--- config.mk ---
export PLATFORM = sky130hd
export DESIGN_NAME = rpc2_ctrl_axi3_wr_sequencer
export DESIGN_NICKNAME = d
export VERILOG_FILES = /design/src/rtl/rpc2_ctrl_axi3_wr_sequencer.sv
export SDC_FILE = /design/constraint.sdc
export NUM_CORES = 1
export LEC_CHECK = 0
export ABC_AREA = 1
export BUFFER_PORTS_ARGS = -buffer_cell sky130_fd_sc_hd__buf_2
export CAP_MARGIN = 20
export CORE_ASPECT_RATIO = 0.6
export CORE_MARGIN = 2
export CORE_UTILIZATION = 52
export CTS_CLUSTER_DIAMETER = 150
export DETAILED_ROUTE_END_ITERATION = 7
export GPL_TIMING_DRIVEN = 0
export PLACE_DENSITY_LB_ADDON = 0.08
export SYNTH_ARGS = -nofsm -noshare
export SYNTH_HDL_FRONTEND = slang
export SYNTH_SLANG_ARGS = --single-unit
--- constraint.sdc ---
create_clock -name clk -period 1.8 [get_ports clk]
set_input_delay 0.27 -clock clk [delete_from_list [all_inputs] [get_ports clk]]
set_output_delay 0.27 -clock clk [all_outputs]
set_load 0.1 [all_outputs]
--- src/rtl/rpc2_ctrl_axi3_wr_sequencer.sv ---
// ---------------------------------------------------------------------------
// rpc2_ctrl_axi3_wr_sequencer
//
// Write-burst sequencer for the AXI3 write path of the RPC2 controller.
// Accepted write-address commands are queued and handed one at a time to the
// write-data control block. While a burst is active, AXI_WREADY follows the
// write-data FIFO back-pressure and beats are counted against the burst
// length. After the WLAST beat, one B-response entry is produced per burst.
// A burst with the wrong number of beats is reported as SLVERR.
//
// Ports
//   clk, reset        : clock and synchronous active-high reset
//   cmd_*             : write command in (id, low address bits, len, size,
//                       burst); cmd_ready is high when the queue is not full
//   AXI_W*            : AXI write-data channel handshake (VALID, LAST, ID in;
//                       READY out)
//   wdat_full         : write-data FIFO full; gates AXI_WREADY
//   wready_req        : one-cycle burst-start pulse to data control
//   wready_size/fixed/strb/id : parameters of the active burst; they hold
//                       from one burst start until the next
//   wready_done       : WLAST beat accepted by data control
//   bresp_*           : B-response entry with valid/ready handshake
//   busy              : FSM active or commands still queued
// ---------------------------------------------------------------------------
module rpc2_ctrl_axi3_wr_sequencer #(
    parameter int C_AXI_ID_WIDTH   = 4,
    parameter int C_AXI_DATA_WIDTH = 32,
    parameter int CMD_DEPTH        = 4,
    localparam int STRB_W          = C_AXI_DATA_WIDTH / 8,
    localparam int LANE_BITS       = (C_AXI_DATA_WIDTH == 64) ? 3 : 2
) (
    input  logic                      clk,
    input  logic                      reset,
    input  logic                      cmd_valid,
    output logic                      cmd_ready,
    input  logic [C_AXI_ID_WIDTH-1:0] cmd_id,
    input  logic [LANE_BITS-1:0]      cmd_addr,
    input  logic [3:0]                cmd_len,
    input  logic [1:0]                cmd_size,
    input  logic [1:0]                cmd_burst,
    input  logic                      AXI_WVALID,
    input  logic                      AXI_WLAST,
    input  logic [C_AXI_ID_WIDTH-1:0] AXI_WID,
    output logic                      AXI_WREADY,
    input  logic                      wdat_full,
    output logic                      wready_req,
    output logic [1:0]                wready_size,
    output logic                      wready_fixed,
    output logic [STRB_W-1:0]         wready_strb,
    output logic [C_AXI_ID_WIDTH-1:0] wready_id,
    input  logic                      wready_done,
    output logic                      bresp_valid,
    output logic [C_AXI_ID_WIDTH-1:0] bresp_id,
    output logic [1:0]                bresp_resp,
    input  logic                      bresp_ready,
    output logic                      busy
);

    localparam int PTR_W = $clog2(CMD_DEPTH);
    localparam int CNT_W = PTR_W + 1;
    localparam logic [CNT_W-1:0] CNT_FULL  = CNT_W'(CMD_DEPTH);
    localparam logic [PTR_W-1:0] PTR_ONE   = PTR_W'(1);
    localparam logic [CNT_W-1:0] CNT_ONE   = CNT_W'(1);
    localparam logic [2:0]       LANE_MAX  = 3'(LANE_BITS);
    localparam logic [4:0]       BEAT_SAT  = 5'd16;

    typedef enum logic [1:0] {
        ST_IDLE = 2'd0,
        ST_LOAD = 2'd1,
        ST_DATA = 2'd2,
        ST_RESP = 2'd3
    } state_t;

    // Queue entries hold the already-derived burst parameters, so the start
    // of a burst is a plain registered read of the queue head.
    typedef struct packed {
        logic [C_AXI_ID_WIDTH-1:0] id;
        logic [3:0]                len;
        logic [1:0]                size;
        logic                      fixed;
        logic [STRB_W-1:0]         strb;
    } cmd_entry_t;

    cmd_entry_t           mem [CMD_DEPTH];
    cmd_entry_t           push_entry;
    logic [PTR_W-1:0]     wr_ptr_reg;
    logic [PTR_W-1:0]     rd_ptr_reg;
    logic [CNT_W-1:0]     count_reg;
    logic                 push;
    logic                 pop;
    logic                 full;

    state_t               state_reg;
    logic [3:0]           len_reg;
    logic [4:0]           beat_cnt_reg;
    logic                 err_reg;

    logic                 beat;
    logic                 done;
    logic                 err_next;
    logic [2:0]           eff_size;
    logic [STRB_W-1:0]    push_strb;

    // -----------------------------------------------------------------------
    // First-beat lane mask. The transfer size is clamped to the bus width;
    // a lane belongs to the first beat when it lies in the same size-aligned
    // block as the start address.
    // -----------------------------------------------------------------------
    assign eff_size = ({1'b0, cmd_size} > LANE_MAX) ? LANE_MAX : {1'b0, cmd_size};

    generate
        for (genvar gi = 0; gi < STRB_W; gi++) begin : g_strb
            localparam logic [LANE_BITS-1:0] LANE = LANE_BITS'(gi);
            assign push_strb[gi] = ((LANE >> eff_size) == (cmd_addr >> eff_size));
        end
    endgenerate

    always_comb begin
        push_entry       = '0;
        push_entry.id    = cmd_id;
        push_entry.len   = cmd_len;
        push_entry.size  = cmd_size;
        push_entry.fixed = (cmd_burst == 2'b00);  // WRAP and reserved run as INCR
        push_entry.strb  = push_strb;
    end

    // -----------------------------------------------------------------------
    // Command queue. Fullness comes from the registered count, so cmd_ready
    // stays low while full even when the head is popped in the same cycle.
    // -----------------------------------------------------------------------
    assign full      = (count_reg == CNT_FULL);
    assign cmd_ready = ~full;
    assign push      = cmd_valid & ~full;
    assign pop       = (state_reg == ST_LOAD);

    always_ff @(posedge clk) begin
        if (push) begin
            mem[wr_ptr_reg] <= push_entry;
        end
    end

    always_ff @(posedge clk) begin
        if (reset) begin
            wr_ptr_reg <= '0;
            rd_ptr_reg <= '0;
            count_reg  <= '0;
        end else begin
            if (push) begin
                wr_ptr_reg <= wr_ptr_reg + PTR_ONE;
            end
            if (pop) begin
                rd_ptr_reg <= rd_ptr_reg + PTR_ONE;
            end
            if (push && !pop) begin
                count_reg <= count_reg + CNT_ONE;
            end else if (!push && pop) begin
                count_reg <= count_reg - CNT_ONE;
            end
        end
    end

    // -----------------------------------------------------------------------
    // Data-phase qualification. Beats carrying a foreign WID are ignored.
    // -----------------------------------------------------------------------
    assign AXI_WREADY = (state_reg == ST_DATA) & ~wdat_full;
    assign beat       = AXI_WREADY & AXI_WVALID & (AXI_WID == wready_id);
    assign done       = (state_reg == ST_DATA) & wready_done;

    // beat_cnt is the count before the current beat: a beat at index > len
    // means WLAST was missing, and WLAST at any index other than len is early.
    assign err_next = err_reg
                    | (beat & (beat_cnt_reg > {1'b0, len_reg}))
                    | (done & (beat_cnt_reg != {1'b0, len_reg}));

    assign busy = (state_reg != ST_IDLE) | (count_reg != '0);

    // -----------------------------------------------------------------------
    // Burst FSM. The burst parameters are loaded on entry to LOAD so that
    // they are visible together with the wready_req pulse.
    // -----------------------------------------------------------------------
    always_ff @(posedge clk) begin
        if (reset) begin
            state_reg    <= ST_IDLE;
            wready_req   <= 1'b0;
            wready_size  <= '0;
            wready_fixed <= 1'b0;
            wready_strb  <= '0;
            wready_id    <= '0;
            len_reg      <= '0;
            beat_cnt_reg <= '0;
            err_reg      <= 1'b0;
            bresp_valid  <= 1'b0;
            bresp_id     <= '0;
            bresp_resp   <= '0;
        end else begin
            case (state_reg)
                ST_IDLE: begin
                    if (count_reg != '0) begin
                        state_reg    <= ST_LOAD;
                        wready_req   <= 1'b1;
                        wready_size  <= mem[rd_ptr_reg].size;
                        wready_fixed <= mem[rd_ptr_reg].fixed;
                        wready_strb  <= mem[rd_ptr_reg].strb;
                        wready_id    <= mem[rd_ptr_reg].id;
                        len_reg      <= mem[rd_ptr_reg].len;
                    end
                end
                ST_LOAD: begin
                    state_reg    <= ST_DATA;
                    wready_req   <= 1'b0;
                    beat_cnt_reg <= '0;
                    err_reg      <= 1'b0;
                end
                ST_DATA: begin
                    err_reg <= err_next;
                    if (beat && (beat_cnt_reg != BEAT_SAT)) begin
                        beat_cnt_reg <= beat_cnt_reg + 5'd1;
                    end
                    if (done) begin
                        state_reg   <= ST_RESP;
                        bresp_valid <= 1'b1;
                        bresp_id    <= wready_id;
                        bresp_resp  <= err_next ? 2'b10 : 2'b00;
                    end
                end
                ST_RESP: begin
                    if (bresp_ready) begin
                        state_reg   <= ST_IDLE;
                        bresp_valid <= 1'b0;
                    end
                end
                default: begin
                    state_reg <= ST_IDLE;
                end
            endcase
        end
    end

endmodule

==> results of run 1 <==
power by group through the flow:
stage                     clock, mW  combinational (mW)  sequential (mW)
after floorplan                   0                1.48             3.77
after global placement            0                2.93             2.96
after detailed placement          0                2.96             2.97
after CTS                      1.71                2.99             2.94
after global routing           1.80                3.37             2.97
final                          1.68                3.09             2.94
repair_timing:
item,CTS,global route
setup endpoints to repair,3,29
pin swaps,0,2
buffers inserted,0,5
resized for setup,8,8
critical path, cell delays in order (launching register included):
cell     delay, ps
dfxtp_2        350
inv_2          100
ha_2           240
inv_1          100
nor2_2         100
buf_6          230
cell usage after synthesis (2+ instances only):
cell type / number / share of area [%]
a211oi_1: 2 / 0.36
a21oi_1: 18 / 2.2
a21oi_2: 3 / 0.64
a31oi_1: 15 / 2.3
buf_2: 8 / 0.97
clkbuf_1: 7 / 0.64
dfxtp_1: 37 / 18
edfxtp_1: 60 / 44
ha_1: 15 / 4.6
inv_1: 39 / 3.6
inv_2: 7 / 0.64
nand2_1: 29 / 2.6
nand3_1: 12 / 1.5
nand4_1: 2 / 0.30
nor2_1: 78 / 7.1
o21ai_0: 50 / 6.1
o21ai_1: 16 / 1.9
final timing paths:
path,startpoint,to,slack [ps],cells after the start
setup / recovery,state_reg[0],AXI_WREADY,60,5
hold / removal,cmd_len[1],mem[0][8],140,1
setup reg to reg,wr_ptr_reg[0],mem[2][12],60,4
hold reg to reg,bresp_id[2],bresp_id[2],490,2
metrics by stage:
stage	setup WS (ps)	hold slack [ps]	setup TNS (ps)	power, mW	utilization [%]
final	61.2	145	0	7.71	62.6
after global routing	-63.2	140	-587	8.13	62.6
after CTS	2.27	134	0	7.64	61.9
after detailed placement	-188	483	-188	5.93	58.3
after global placement	-172	461	-172	5.89	58.3
after floorplan	-393	369	-1180	5.25	-
cells by family after synthesis:
| group | Yosys count | synth area share [%] |
|---|---|---|
| flops | 97 | 61.8 |
| other cells | 1 | 0.0912 |
| fa+ha+maj | 16 | 5.05 |
| compound gates | 106 | 14.0 |
| buf+inv | 64 | 6.21 |
| simple gates | 126 | 12.4 |
| xor+xnor | 2 | 0.426 |
layout make-up:
cell class	count	area, µm²	area share [%]
tap	108	135	2.78
clock buffer	11	233	4.79
inverter	47	180	3.71
sequential	97	2550	52.5
timing repair buffer	49	267	5.49
buffer	17	78.8	1.62
multi-input combinational	251	1390	28.6
clock inverter	5	23.8	0.489
layer usage:
metal	global-route usage [%]	up-vias	part of all wire (%)
li1	-	1522	-
met1	31.8	1420	50
met2	33.3	58	43
met3	5.23	14	5.4
met4	7.94	0	1.5
met5	0	-	0
==> results by group, run 1 <==
Synth
  • Synthesis warning total: 0
  • Dominant synthesized flop cell: edfxtp_1
  • Yosys reg bits: 97
  • Mapped cell area: roughly 4100 µm²
  • Seq/Total Area, Yosys: 61.8%
  • EDFF count, synth: 60
  • Syn Nets: around 450
  • Mean post-synth cell area: 9.98 µm²
  • Synth cell types: 31
  • Post-synth ARST share: 0%
  • Syn Inst Count: between 400 and 500

Global routing
  • Global route overflow: 0
  • Tot GR Track Use: around 22%
  • Global-route wire length before repair: approximately 14 mm
  • Vias in the first global route: 2,738
  • Largest net degree at the start of global routing: 16
  • Initial antenna violation count: 0

Pwr
  • Comb pwr share: approximately 40%
  • NetSw: 3.28 mW
  • Pwr dens: 1590 nW/µm²
  • Sw Share: a little over two fifths
  • Internal power: 4.43 mW
  • Pleak: 1.93 nW
  • Clk pwr share: between 20% and 30%
  • Sequential share of power: a little under two fifths
  • VDD IR-drop max: between 0.8 and 0.9 mV

Setup path
  • Crit Path Max Fanout: 5
  • Startpoint types: register
  • Worst EP arrival: 1470 ps
  • Worst path required time: 1530 ps
  • Crit end category: primary output
  • Crit Path Class: reg -> out

Timing
  • Slew headroom: 39.8%
  • Slew @ Worst Pin: about 900 ps
  • RSZ-0062 raised after global routing: true
  • Final period util: 96.6%
  • FMAX: between 0.5 and 0.6 GHz
  • Clock period minus worst slack: 1740 ps
  • Clock Skew: between 6 and 7 ps
  • Setup violations, final: 0
  • Final number of hold-violating endpoints: 0
  • Fin. max-slew vios: 0

Clock network
  • CTS tree: done
  • Worst-path clk slew: ~60 ps
  • H-tree depth: 3
  • Clock Tree Buf Depth: 2
  • Clk_lat worst skew: between 300 and 400 ps
  • Clock Sink Count: 97
  • CTS root buf: clkbuf_16
  • CTS Buf Count: 9
  • Hold-fix buffers, CTS: 0

Hold path
  • HP Class: in -> reg

Cells and area
  • Largest register FFs: 60
  • Most frequent cells in the layout: 73 x nor2_1, 60 x edfxtp_1, 50 x buf_2
  • Area Growth Syn to Fin: 18.1%
  • Antenna cell count: 0
  • Share of cells above drive strength 1: a little under a quarter
  • Commonest non-fill, non-tap cell in the layout: nor2_1
  • Final nets: slightly above 500
  • Post-route cell area: 4860 µm²
  • Fillers: around 660
  • Non-Filler Instances: about 600

Floorplanning
  • Rows: 25
  • Starting Density: 53.0%
  • Die ar.: between 8000 and 9000 µm²
  • Die Wd: between 100 and 150 µm
  • IO Pins: 48
  • Core Region: 7760 µm²
  • Die height: roughly 73 µm

Drt
  • Starting DRT DRC Count: approximately 140
  • DR vias/cell: 5.15
  • Wire per inst: approximately 15 µm
  • Pre-antenna DRT Iters: 4
  • Final WL: between 8 and 9 mm
  • Final ANT Viol Nets: 0
  • DRC: 0
  • Vias: approximately 3,000

Placed design
  • Dpl cell area: about 4500 µm²
  • Number of port buffers: between 40 and 50
  • Post-Place Cells: 564
  • Routability cong.: between 0.8 and 0.9
  • HPWL after DPL: between 6 and 7 mm

Run status
  • Outcome: finished, final reports clean

Flow run
  • Max Cap Viol: 0
Note: power is estimated with default switching activity, not from simulation.
==> run 2, diff against run 1 <==
CELL_PAD_IN_SITES_DETAIL_PLACEMENT = 1   (was default)
CELL_PAD_IN_SITES_GLOBAL_PLACEMENT = 1   (was default)
CORE_UTILIZATION = 41   (was 52)
==> results by group, run 2 (synthesis results as in run 1) <==
Setup path
  • FF-to-FF setup slack: between 20 and 25 ps
  • Worst path required time: around 2000 ps
  • Crit Path Class: reg -> reg
  • R2R cell count: 10
  • Crit Path Max Fanout: 3
  • R2R Path End: count_reg[2]
  • Worst EP arrival: approximately 2000 ps
  • Max stage delay on crit path: approximately 380 ps
  • Crit end category: register
  • Startpoint types: register
  • FF-to-FF Start: state_reg[1]
  • Critical Path Slowest Stage Cell: dfxtp_4
  • Crit path cell chain: inv_4 > ha_4 > inv_2 > ha_4 > inv_4 > fa_2 > a21oi_2 > o21ai_2 > o21ai_1 > a21oi_1

Placed design
  • HPWL after DPL: 7.55 mm
  • Routability cong.: around 0.8
  • Number of port buffers: between 40 and 50
  • Post-Place Cells: between 500 and 600

Drt
  • Pre-antenna DRT Iters: 4
  • DRC: 0
  • Wire per inst: ~18 µm
  • DR vias/cell: slightly above 5
  • Final ANT Viol Nets: 0
  • Starting DRT DRC Count: a little under 200
  • Vias: between 3,000 and 4,000
  • Final WL: ~11 mm

Clock network
  • Clock Sink Count: 97
  • Clock Tree Buf Depth: 2
  • Clk_lat worst skew: 350 ps
  • CTS root buf: clkbuf_16
  • CTS Buf Count: 9
  • CTS tree: done
  • H-tree depth: 3
  • Worst-path clk slew: around 60 ps

Timing
  • RSZ-0062 raised after global routing: true
  • Final period util: around 99%
  • Worst hold slack: approximately 150 ps
  • Final number of hold-violating endpoints: 0
  • Fin. max-slew vios: 0
  • Clock period minus worst slack: around 1800 ps
  • FMAX: around 0.56 GHz
  • Setup violations, final: 0
  • Slew headroom: 56.1%
  • Slew @ Worst Pin: about 660 ps
  • Clock Skew: 7.71 ps

Pwr
  • Internal power: roughly 4.5 mW
  • Pleak: about 1.9 nW
  • Comb pwr share: about two fifths
  • Sw Share: between 40% and 50%
  • Clk pwr share: approximately 22%
  • NetSw: around 3.5 mW
  • Sequential share of power: 36.7%
  • Pwr dens: approximately 1600 nW/µm²
  • VDD IR-drop max: about 0.79 mV

Global routing
  • Global route overflow: 0
  • Largest net degree at the start of global routing: 16
  • Global-route wire length before repair: 17.1 mm
  • Tot GR Track Use: between 20% and 30%
  • Initial antenna violation count: 0
  • Vias in the first global route: approximately 3,200

Cells and area
  • Area Growth Syn to Fin: 21.3%
  • Non-Filler Instances: between 600 and 700
  • Largest register FFs: 60
  • Most frequent cells in the layout: 73 x nor2_1, 60 x edfxtp_1, 49 x buf_2
  • Commonest non-fill, non-tap cell in the layout: nor2_1
  • Share of cells above drive strength 1: between 20% and 30%
  • Antenna cell count: 0
  • Final nets: 514

Floorplanning
  • Die ar.: roughly 11,000 µm²
  • Rows: 28
  • IO Pins: 48
  • Core Region: slightly below 10,000 µm²
  • Die height: just over 80 µm
  • Die Wd: 133 µm
  • Starting Density: 41.9%

Hold path
  • Worst Hold Launch: cmd_id[2]
  • Worst Hold Endpoint: mem[0][13]
  • Worst hold stages: 1
  • HP Class: in -> reg

Flow run
  • Max Cap Viol: 0

Run status
  • Outcome: finished, final reports clean
==> run 2: cell types whose count changed in the layout (fill, tap and decap cells not counted), sizes merged <==
cell,change
clkinv,-3
clkinvlp,+3
==> run 2: area by class of cell <==
type / instances / area, µm²
clock inverter: 5 / 31.3
clock buffer: 11 / 243
sequential: 97 / 2550
fill: 1109 / 4820
timing repair buffer: 49 / 275
buffer: 17 / 81.3
tap: 135 / 169
inverter: 47 / 190
multi-input combinational: 251 / 1440
==> run 2: worst max path at each step <==
stage / from / endpoint / slack (ps) / cells after the start
3_5_place_dp: state_reg[1] / count_reg[2] / -320 / 10
4_1_cts: count_reg[0] / count_reg[2] / -0.9 / 11
5_1_grt: state_reg[1] / count_reg[2] / -20 / 10
6_report: state_reg[1] / count_reg[2] / 20 / 10
3_3_place_gp: state_reg[1] / count_reg[2] / -250 / 10
2_1_floorplan: state_reg[0] / state_reg[0] / -390 / 6
==> run 2: metal layers <==
metal	share of wire, %	track usage (%)
met1	51	29.0
met2	45	33.6
met3	3.9	5.49
met4	0.85	6.06
met5	0	0
==> run 2: critical path: cells and delay by family (launching register included) <==
kind / cells / cell delay, ps
fa+ha+maj: 3 / 670
compound gates: 4 / 430
flops: 1 / 380
buf+inv: 3 / 170
==> run 2: metrics by stage <==
step / instance area (µm²) / utilization [%] / TNS [ps] / power [mW] / worst slack, ps
after floorplan: 4170 / - / -1180 / 5.25 / -393
after global placement: 4560 / 46.4 / -249 / 5.97 / -249
after detailed placement: 4560 / 46.4 / -366 / 6.05 / -315
after CTS: 4890 / 49.9 / -0.938 / 7.94 / -0.938
after global routing: 4990 / 50.8 / -33.9 / 8.48 / -22.7
final: 4990 / 50.8 / 0 / 8.05 / 24.9
==> run 2: timing repair <==
action / 4_1_cts / 5_1_grt
hold buffers: 0 / 0
resized for setup: 15 / 20
pin swaps: 3 / 5
setup endpoints to repair: 49 / 61
buffers inserted: 2 / 3
==> run 2: power groups by stage <==
| stage | Combinational [mW] | Sequential (mW) | Clock, mW |
|---|---|---|---|
| final | 3.32 | 2.95 | 1.77 |
| after global routing | 3.60 | 2.99 | 1.90 |
| after CTS | 3.19 | 2.94 | 1.82 |
| after global placement | 3.00 | 2.97 | 0 |
| after floorplan | 1.48 | 3.77 | 0 |
| after detailed placement | 3.07 | 2.98 | 0 |
